===== config.mk =====
export PLATFORM = sky130hd
export DESIGN_NAME = fetch_sequencer
export DESIGN_NICKNAME = d
export VERILOG_FILES = /design/src/rtl/fetch_sequencer.sv
export SDC_FILE = /design/constraint.sdc
export NUM_CORES = 1
export LEC_CHECK = 0
export ABC_AREA = 1
export CORE_UTILIZATION = 46
export CTS_BUF_LIST = sky130_fd_sc_hd__clkbuf_2
export CTS_CLUSTER_DIAMETER = 50
export DETAILED_ROUTE_END_ITERATION = 16
export GPL_TIMING_DRIVEN = 1
export PLACE_DENSITY = 0.81
export RECOVER_POWER = 100
export SLEW_MARGIN = 0
export SYNTH_ARGS = -nofsm -noshare
export SYNTH_HDL_FRONTEND = slang
export SYNTH_SLANG_ARGS = --single-unit

===== constraint.sdc =====
create_clock -name clock -period 1.8 [get_ports clock]
set_clock_uncertainty 0.15 [all_clocks]
set_input_delay 0.36 -clock clock [delete_from_list [all_inputs] [get_ports clock]]
set_output_delay 0.36 -clock clock [all_outputs]
set_load 0.03 [all_outputs]

===== src/rtl/fetch_sequencer.sv =====
// fetch_sequencer: control sequencer for the CPU datapath.
// It fetches each 2-byte instruction, low byte first, from byte memory
// addressed by PC. It then latches the opcode and hands the instruction to
// the execute unit through a start/done handshake. The block also enforces
// an execute timeout, detects HALT and counts retired instructions.
//
// Optional build macro FETCH_SEQUENCER_SINGLE_STEP_EN: when defined, every
// EXEC exit parks in PAUSE until a step pulse arrives. When undefined, PAUSE
// cannot be reached and step is ignored.
module fetch_sequencer #(
    parameter int              OPC_W    = 4,
    parameter logic [OPC_W-1:0] HALT_OPC = '1,   // all-ones opcode (4'hF)
    parameter int              TMO_CYC  = 16,
    parameter int              CNT_W    = 16
) (
    input  logic             clock,
    input  logic             reset,
    input  logic             mem_rdy,
    input  logic             exec_done,
    input  logic [15:0]      ir_in,
    input  logic             step,
    output logic             mem_rd,
    output logic             ir_enable,
    output logic [1:0]       ir_select,
    output logic             ir_lh,
    output logic [3:0]       arf_reg_sel,
    output logic [1:0]       arf_fun_sel,
    output logic [1:0]       arf_o1sel,
    output logic             exec_start,
    output logic [OPC_W-1:0] opcode,
    output logic [2:0]       state_o,
    output logic             exec_timeout,
    output logic             halted,
    output logic [CNT_W-1:0] instr_count
);

    typedef enum logic [2:0] {
        S_INIT    = 3'd0,
        S_FETCH_L = 3'd1,
        S_FETCH_H = 3'd2,
        S_DECODE  = 3'd3,
        S_EXEC    = 3'd4,
        S_HALTED  = 3'd5,
        S_PAUSE   = 3'd6
    } state_t;

    // Shared function encoding of the IR and the ARF.
    localparam logic [1:0] FN_CLR  = 2'b00;
    localparam logic [1:0] FN_LOAD = 2'b01;
    localparam logic [1:0] FN_INC  = 2'b11;

    // ARF enable vector is {PC, AR, SP, PC_prev}.
    localparam logic [3:0] SEL_PC  = 4'b1000;
    localparam logic [1:0] OUTA_PC = 2'b11;

    // The cycle counter only has to reach TMO_CYC-1.
    localparam int              TMO_W    = $clog2(TMO_CYC);
    localparam logic [TMO_W-1:0] TMO_LAST = TMO_W'(TMO_CYC - 1);

`ifdef FETCH_SEQUENCER_SINGLE_STEP_EN
    localparam state_t EXEC_EXIT = S_PAUSE;
`else
    localparam state_t EXEC_EXIT = S_FETCH_L;
    // step has no function without single-step support.
    logic step_unused;
    assign step_unused = step;
`endif

    state_t           state;
    logic [TMO_W-1:0] cyc_cnt;
    logic [OPC_W-1:0] ir_opc;

    // Only the opcode field of the IR is relevant to sequencing.
    logic [15-OPC_W:0] ir_low_unused;
    assign ir_opc        = ir_in[15:16-OPC_W];
    assign ir_low_unused = ir_in[15-OPC_W:0];

    // State register plus all registered status (opcode, timeout, count).
    always_ff @(posedge clock or posedge reset) begin
        if (reset) begin
            state        <= S_INIT;
            opcode       <= '0;
            exec_timeout <= 1'b0;
            instr_count  <= '0;
            cyc_cnt      <= '0;
        end else begin
            case (state)
                S_INIT: begin
                    state <= S_FETCH_L;
                end
                S_FETCH_L: begin
                    if (mem_rdy) state <= S_FETCH_H;
                end
                S_FETCH_H: begin
                    if (mem_rdy) state <= S_DECODE;
                end
                S_DECODE: begin
                    opcode <= ir_opc;
                    if (ir_opc == HALT_OPC) begin
                        state <= S_HALTED;
                    end else begin
                        state   <= S_EXEC;
                        cyc_cnt <= '0;
                    end
                end
                S_EXEC: begin
                    // done takes priority over a timeout in the same cycle
                    if (exec_done) begin
                        instr_count <= instr_count + CNT_W'(1);
                        state       <= EXEC_EXIT;
                    end else if (cyc_cnt == TMO_LAST) begin
                        exec_timeout <= 1'b1;
                        state        <= EXEC_EXIT;
                    end else begin
                        cyc_cnt <= cyc_cnt + TMO_W'(1);
                    end
                end
                S_HALTED: begin
                    state <= S_HALTED;
                end
                S_PAUSE: begin
`ifdef FETCH_SEQUENCER_SINGLE_STEP_EN
                    if (step) state <= S_FETCH_L;
`else
                    state <= S_FETCH_L;
`endif
                end
                default: begin
                    state <= S_INIT;
                end
            endcase
        end
    end

    // Control outputs decoded from state; fetch strobes also depend on mem_rdy.
    always_comb begin
        mem_rd      = 1'b0;
        ir_enable   = 1'b0;
        ir_select   = FN_CLR;
        ir_lh       = 1'b0;
        arf_reg_sel = 4'b0000;
        arf_fun_sel = FN_CLR;
        arf_o1sel   = OUTA_PC;
        exec_start  = 1'b0;
        halted      = 1'b0;
        case (state)
            S_INIT: begin
                ir_enable   = 1'b1;
                ir_select   = FN_CLR;
                arf_reg_sel = SEL_PC;
                arf_fun_sel = FN_CLR;
            end
            S_FETCH_L, S_FETCH_H: begin
                mem_rd = 1'b1;
                if (mem_rdy) begin
                    ir_enable   = 1'b1;
                    ir_select   = FN_LOAD;
                    ir_lh       = (state == S_FETCH_H);
                    arf_reg_sel = SEL_PC;
                    arf_fun_sel = FN_INC;
                end
            end
            S_DECODE: begin
                exec_start = (ir_opc != HALT_OPC);
            end
            S_HALTED: begin
                halted = 1'b1;
            end
            default: begin
            end
        endcase
    end

    assign state_o = state;

endmodule


After elaboration in Yosys (flattened, before gate mapping)
Cells that the tools add are included.

cells by class
  bitwise logic cells = 1
  muxes and demuxes = 23
  eq/ne operators = 15
  divide/modulo/power cells = 0
  add/subtract/negate cells = 2
  multipliers = 0
  $lt $le $gt $ge = 0
  reduce and logical (&&, ||, !) cells = 8
  shifts and indexed selects = 0

operators with widths
  operator                                       count
  one-hot mux 3 bit (6 select lines)             1
  adder 16 x 1 -> 16 bit, second input constant  1
  two-way mux 4 bit                              4
  one-hot mux 4 bit (2 select lines)             2
  two-way mux 3 bit                              4
  != test 2 bit, second input constant           5
  == test 3 bit, second input constant           3
  two-way mux 1 bit                              9
  == test 4 bit, second input constant           2
  == test 3 x 2 -> 1 bit, second input constant  2
  AND reduction 3 bit                            2
  adder 4 x 1 -> 4 bit, second input constant    1
  two-way mux 2 bit                              2
  != test 4 bit, second input constant           1
  AND reduction 4 bit                            1
  OR reduction 2 bit                             2
  == test 3 x 1 -> 1 bit, second input constant  1
  zero test 3 bit                                1
  != test 3 bit, second input constant           1
  one-hot mux 1 bit (2 select lines)             1
  AND reduction 2 bit                            1
  nonzero test 2 bit                             1
  NOT 1 bit                                      1

word-level totals
  bits in latches = 0
  output and inout bits = 39
  ROM bits = 0
  input bits = 21
  logic and storage cells = 54
  bits in writable memories = 0
  register bits = 28
  memories = 0

Logic depth before layout (Yosys ltp)
Gate-level depths: netlist of the first run.

  depth in word-level cells = 4
  depth in mapped cells = 9
  gate-level depth less buffers = 9

Least setup slack after synthesis of the first run
No wires, ideal clock.

  path type = flip-flop to output port
  start point = reg state[1], in the netlist state_o[1]
  end point = out arf_reg_sel[3]
  required time = 1290 ps
  buffers on the path = 1
  slack = -484 ps
  data arrival time = 1774 ps
  stages on the path, launching flop included = 6
  path through = dfrtp_1 inv_1 nand2_1 nand3_1 o22ai_1 buf_4

on the way
  longest elaborated chain between the ends = 3
  elaborated cells between the ends (all ways) = 5
  those cells by class = eq/ne: 2; mux: 1; reduce/logical: 2

ends and longest elaborated chain
  element                                                           line  text
  start, declared                                                   69    state_t state;
  start signal, assigned                                            81    state <= S_INIT;
  start signal, assigned                                            89    state <= S_FETCH_L;
  start signal, assigned                                            92    if (mem_rdy) state <= S_FETCH_H;
  == test 3 x 2 -> 1 bit or == test 3 x 1 -> 1 bit (tied branches)  146   case (state)
  OR reduction 2 bit                                                146
  one-hot mux 4 bit (2 select lines) (*)                            146
  end, declared                                                     26    output logic [3:0] arf_reg_sel,

Every way passes the cells marked *; elsewhere a longest branch is shown, timed or not.

Final worst setup path of the first run
  start point = reg state[0], in the netlist state_o[0]
  end point = out mem_rd

on the way
  longest elaborated chain between the ends = 3
  elaborated cells between the ends (all ways) = 4
  those cells by class = eq/ne: 2; mux: 1; reduce/logical: 1

ends and longest elaborated chain
  element                                                           line  text
  == test 3 x 2 -> 1 bit or == test 3 x 1 -> 1 bit (tied branches)  146
  OR reduction 2 bit (*)                                            146
  two-way mux 1 bit (*)                                             146
  end, declared                                                     22    output logic mem_rd,

Marks and branches as above.

==> results of run 1 <==
==> what timing repair did <==
| action | 4_1_cts | 5_1_grt |
|---|---|---|
| setup buffers | 5 | 6 |
| endpoints found under the hold margin | 0 | 0 |
| gates resized for setup | 61 | 45 |
| pin swaps | 5 | 4 |
| endpoints found under the setup margin | 33 | 35 |
==> critical path, delay by kind of cell, from the launching register on <==
kind,cells,cell delay [ns]
buffers and inverters,4,0.46
flip-flops,1,0.49
AND/OR/NAND/NOR,2,0.23
==> area by class of cell <==
type                       count  area (um2)
clock buffer                   3        15.0
clock inverter                 1        3.75
tap                           46        57.6
timing repair buffer          67         569
inverter                      22         108
multi-input combinational    153         847
fill                         262        1030
sequential                    28         704
==> cells in the final DEF, fill, tap and decap left out, types with 2 or more instances in the layout <==
| cell | Yosys | layout |
|---|---|---|
| dfrtp_2 | 0 | 3 |
| nand2_4 | 2 | 2 |
| o21ai_2 | 2 | 2 |
| buf_6 | 1 | 14 |
| inv_2 | 4 | 4 |
| o21ai_0 | 2 | 2 |
| conb_1 | 2 | 6 |
| nand3_1 | 13 | 11 |
| nand2_1 | 69 | 67 |
| xnor2_1 | 4 | 4 |
| dfrtp_1 | 28 | 25 |
| clkdlybuf4s50_1 | 0 | 6 |
| nor2_2 | 2 | 5 |
| xor2_1 | 5 | 5 |
| nor2_4 | 3 | 4 |
| nand3_4 | 0 | 2 |
| nor2_1 | 21 | 17 |
| inv_1 | 18 | 15 |
| clkdlybuf4s15_1 | 0 | 3 |
| clkbuf_2 | 0 | 15 |
| nand4_1 | 6 | 6 |
| dlygate4sd2_1 | 0 | 7 |
| o21ai_1 | 3 | 3 |
| buf_4 | 9 | 21 |
| ha_1 | 2 | 2 |
| nand2_2 | 3 | 4 |
==> state kept, by name, indices dropped and copies added, names as in the netlist <==
name	flops
opcode	4
exec_timeout	1
instr_count	16
state_o	3
cyc_cnt	4
==> metal layers <==
layer	vias up	GRT usage, %	part of all wire, %
li1	775	-	-
met1	732	27.5	44
met2	40	36.0	51
met3	5	3.36	3.6
met4	0	9.42	1.4
met5	-	0	0
==> how the worst max path moves through the flow <==
stage | depth (start not counted) | from | slack [ns] | end
after global routing | 5 | state_o[0] | -0.30 | ir_enable
after detailed placement | 5 | ir_in[15] | -0.41 | exec_start
final | 6 | state_o[0] | -0.26 | mem_rd
after CTS | 5 | state_o[2] | -0.20 | arf_fun_sel[0]
after floorplan | 5 | state_o[1] | -0.05 | arf_reg_sel[3]
after global placement | 5 | ir_in[14] | -0.39 | exec_start
==> kinds of logic (layout without fill, tap and decap cells) <==
kind of cell               count (synthesis)  after routing  share of synthesized area, %
AOI/OAI and AO/OA                         11             11                          4.27
xor gates and xnor gates                   9              9                          4.89
adders and majority gates                  2              2                          1.55
buffers and inverters                     32             93                          10.0
DFF                                       28             28                          43.5
other                                      2              6                         0.466
and+or+nand+nor                          125            125                          35.3
==> through the flow <==
stage	TNS (ns)	area, um2
CTS	-1.48	2270
detailed placement	-0.532	2140
finish	-1.85	2300
global route	-2.29	2300
global placement	-0.412	2140
floorplan	-0.112	1670
==> report_power, final <==
group          total [mW]  switching, mW  leakage [nW]  internal (mW)
Combinational        1.92           1.12         0.776          0.794
Clock               0.234          0.186        0.0140         0.0482
Sequential          0.847         0.0979         0.368          0.749
==> metrics.md, run 1 <==
| Metric | Value |
|---|---|
| Clock-pin slew on the worst setup and hold paths | 0.25 ns |
| Initial core utilization | between 40% and 50% |
| Failing checks | negative setup slack |
| Post-synth EDFFs | 0 |
| Die extent in y | roughly 61 um |
| Worst reg2reg startpoint | state_o[0] |
| Min-delay worst type | register to register |
| RSZ-0062 raised after global routing | true |
| Power Density | 1300 nW/um2 |
| Row count | 21 |
| FF-to-FF End | instr_count[3] |
| Hold path endpoint | opcode[2] |
| Post-synth top area cell | dfrtp_1 |
| Synth unique cells | 29 |
| Gpl congestion | around 0.78 |
| Peak VDD IR | 1.26 mV |
| Root Buffer | clkbuf_2 |
| Fin nets | 298 |
| Hold Crit Depth | 2 |
| Drt pass-1 iters | 4 |
| Syn. warnings | 0 |
| Clk Latency, worst-skew pair | roughly 0.37 ns |
| Core Area | 3340 um2 |
| WS Path Type | register to primary output |
| Crit-path max FO | 4 |
| Top-area cell type share of the netlist area | between 40 and 50% |
| Top Ports | 60 |
| Slowest CP cell | dfrtp_2 |
| Worst-Margin Slew | around 0.7 ns |
| Smallest hold slack | about 0.36 ns |
| Status | finished with violations |
| Post-route ant nets | 0 |
| Final worst-path cycle share | 114% |
| Critical path cell sequence | nand2_2 -> buf_6 -> nand3_4 -> buf_4 -> inv_2 -> buf_6 |
| R2r setup slk | 0.12 ns |
| # DRC | 0 |
| Number of hold violations in the final report | 0 |
| Worst path max stage delay | 0.49 ns |
| Primary FF master, synth | dfrtp_1 |
| CTS Sinks | 28 |
| Leakage | approximately 1.2 nW |
| Most frequent CP cell | buf_6 |
| Asr flop ratio synth | 100% |
| Synthesized area | 1610 um2 |
| Fin worst setup slack | -0.258 ns |
| Vias/cell | around 4.9 |
| CP Capture Type | primary output |
| Area contributors post-synth | dfrtp_1, nand2_1, nor2_1, buf_4, inv_1 |
| Synth cell count leaders | nand2_1, dfrtp_1, nor2_1 |
| Initial DRC count | 69 |
| Longest Clk Path Bufs | 2 |
| Tot Pwr | 3.00 mW |
| Finished Core Util | 69.1% |
| Max Cap Viol | 0 |
| Antenna violations before repair | 0 |
| Gate Count Post-Synth | 209 |
| First-pass GRT wire length | a little under 6 mm |
| Crit path DAT | 1.55 ns |
| Hold_sp | opcode[2] |
| CTS tree | done |
| Final wirelength | 3.87 mm |
| Die area | 3740 um2 |
| Mapped Avg Cell Area | 7.70 um2 |
| Post-DP HPWL | 2.52 mm |
| CTS Buf Count | 3 |
| Worst setup SP type | register |
| Yosys reg bits | 28 |
| Setup-failing EPs final | 9 |
| Reg2Reg Depth | 6 |
| Dpl ws | -0.409 ns |
| Finished Layout Cells | 320 |
| Count of hold-fix buffers inserted at cts | 0 |
| Largest net degree at the start of global routing | 29 |
| Placed cells | 305 |
| Required time worst endpoint | around 1.3 ns |
| Vias | 1,552 |
| All-Layer GR Usage | 21.5% |
| Buffers on Ports | 40 |
| Area delta synth->final | 43.1% |
| Vias in the first global route | 1,402 |
| Die X | 61.2 um |
| WL per Instance | between 10 and 15 um |
| Max_slew headroom | 53.1% |
| Fmax | approximately 490 MHz |
| GR Overflow Total | 0 |
| Ant diodes | 0 |
| Htree depth | 1 |
| Final Max Tran Viols | 0 |
| Tmin final | between 2 and 2.5 ns |
| Top-count cell post-synth | nand2_1 |
| Fraction of the yosys area taken by sequential cells | 43.5% |
| Share of layout cells above drive strength 1 | between 30% and 40% |
(Power assumes the default switching activity.)
==> run 2, diff against run 1 <==
- CORE_UTILIZATION: 46 -> 44
- CTS_BUF_LIST: sky130_fd_sc_hd__clkbuf_2 -> sky130_fd_sc_hd__clkbuf_16
- PLACE_DENSITY: 0.81 -> 0.78
==> run 2 against run 1 <==
The run still ends with negative setup slack left. Sequential share of layout area fell by 1.0 points. Total power rose by 6.2%. Register-to-register slack got worse by 0.04 ns. Critical path depth fell by 1. Critical endpoint is now halted. Highest routed layer unchanged.
==> metrics.md, run 2 (synthesis gave the netlist of run 1 again) <==
| Metric | Value |
|---|---|
| Gpl congestion | 0.870 |
| Most common cell after layout, fill and taps aside | nand2_1 |
| # DRC | 0 |
| Placement Cell Area | 2150 um2 |
| Count of hold-fix buffers inserted at cts | 0 |
| Vias in the first global route | 1,392 |
| Slowest CP cell | dfrtp_2 |
| Leakage | about 1.2 nW |
| Die X | 62.5 um |
| Dpl ws | -0.409 ns |
| Fin worst setup slack | -0.0506 ns |
| Min-delay worst type | input pin to async pin |
| Setup TNS | -0.181 ns |
| Vias/cell | between 4 and 5 |
| Setup-failing EPs final | 6 |
| Core Area | 3420 um2 |
| Status | finished with violations |
| Number of flip-flops in the largest register | 16 |
| Buf/Inv on CP | 4 |
| Final worst-path cycle share | 103% |
| Most frequent cells in the layout | nand2_1, buf_4, dfrtp_1, dlygate4sd2_1, nor2_1 |
| Vias | 1,524 |
| All-Layer GR Usage | 19.3% |
| Clk Latency, worst-skew pair | 0.26 ns |
| Initial core utilization | 47.1% |
| Failing checks | negative setup slack |
| Fmax | 540 MHz |
| Initial DRC count | 64 |
| RSZ-0062 raised after global routing | true |
| Tmin final | 1.85 ns |
| Power Density | 1340 nW/um2 |
| Crit path DAT | ~1.3 ns |
| GR Overflow Total | 0 |
| Largest registers | instr_count x16, cyc_cnt x4, opcode x4 |
| Tot Pwr | roughly 3.2 mW |
| Share of layout cells above drive strength 1 | 26.8% |
| CTS Buf Count | 3 |
| Final wirelength | between 3 and 4 mm |
| Crit-path max FO | 5 |
| Drt pass-1 iters | 4 |
| Root Buffer | clkbuf_16 |
| Post-route ant nets | 0 |
| Worst-Margin Slew | approximately 0.6 ns |
| Largest net degree at the start of global routing | 16 |
| Peak VDD IR | 1.03 mV |
| CP Capture Type | primary output |
| Fin nets | 300 |
| Required time worst endpoint | 1.29 ns |
| Worst path max stage delay | 0.38 ns |
| Antenna violations before repair | 0 |
| Finished Core Util | 69.7% |
| Critical path cell sequence | buf_6 -> inv_8 -> buf_4 -> nor3_4 -> buf_6 |
| Most frequent CP cell | buf_6 |
| Smallest hold slack | 0.334 ns |
| Buffers on Ports | 40 |
| Max_slew headroom | 60.0% |
| Longest Clk Path Bufs | 2 |
| WL per Instance | 11.7 um |
| Die extent in y | between 60 and 70 um |
| Die area | 3910 um2 |
| Area delta synth->final | 47.9% |
| Row count | 21 |
| CP delay by family, top | buffers and inverters |
| Max Cap Viol | 0 |
| Placed cells | 304 |
| CTS tree | done |
| First-pass GRT wire length | 6.11 mm |
| Largest reg by FF count | instr_count |
| Top Ports | 60 |
| WS Path Type | register to primary output |
| CTS Sinks | 28 |
| Post-route design area | 2380 um2 |
| Final Max Tran Viols | 0 |
| Finished Layout Cells | 322 |
| Number of hold violations in the final report | 0 |
| Worst setup SP type | register |
| Htree depth | 1 |
| Clock-pin slew on the worst setup and hold paths | 0.07 ns |
| Ant diodes | 0 |
| Post-DP HPWL | 2.57 mm |
run 2: path summary, 6_finish.rpt:
check / cells after the start / startpoint / endpoint / slack, ns
setup / recovery: 5 / state_o[2] / halted / -0.05
hold / removal: 2 / reset / opcode[0] / 0.33
setup reg to reg: 11 / state_o[1] / cyc_cnt[2] / 0.08
hold reg to reg: 2 / opcode[0] / opcode[0] / 0.34
max in group asynchronous: 3 / reset / instr_count[11] / 0.34
min in group clock: 2 / opcode[0] / opcode[0] / 0.34
run 2: repair_timing:
item                       CTS  global route
cloned                       0             0
setup endpoints to repair   31            11
pin swaps                    3             6
setup buffers                7             7
resized for setup           45            16
run 2: where the power goes:
group          switching [mW]  internal (mW)  leakage (nW)
combinational            1.08          0.758         0.831
sequential             0.0961          0.751         0.368
clock                   0.199          0.297        0.0385
total                    1.38           1.81          1.24
run 2: layout make-up:
class | count | area (um2)
timing repair buffer | 69 | 607
clock buffer | 3 | 75.1
tap | 46 | 57.6
inverter | 22 | 100
fill | 286 | 1030
sequential | 28 | 704
multi-input combinational | 153 | 835
clock inverter | 1 | 3.75
run 2: per-layer routing:
metal | wire [um] | GRT usage (%)
met1 | 1740 | 24.5
met2 | 1840 | 34.1
met3 | 152 | 4.38
met4 | 38 | 2.33
met5 | 0 | 0
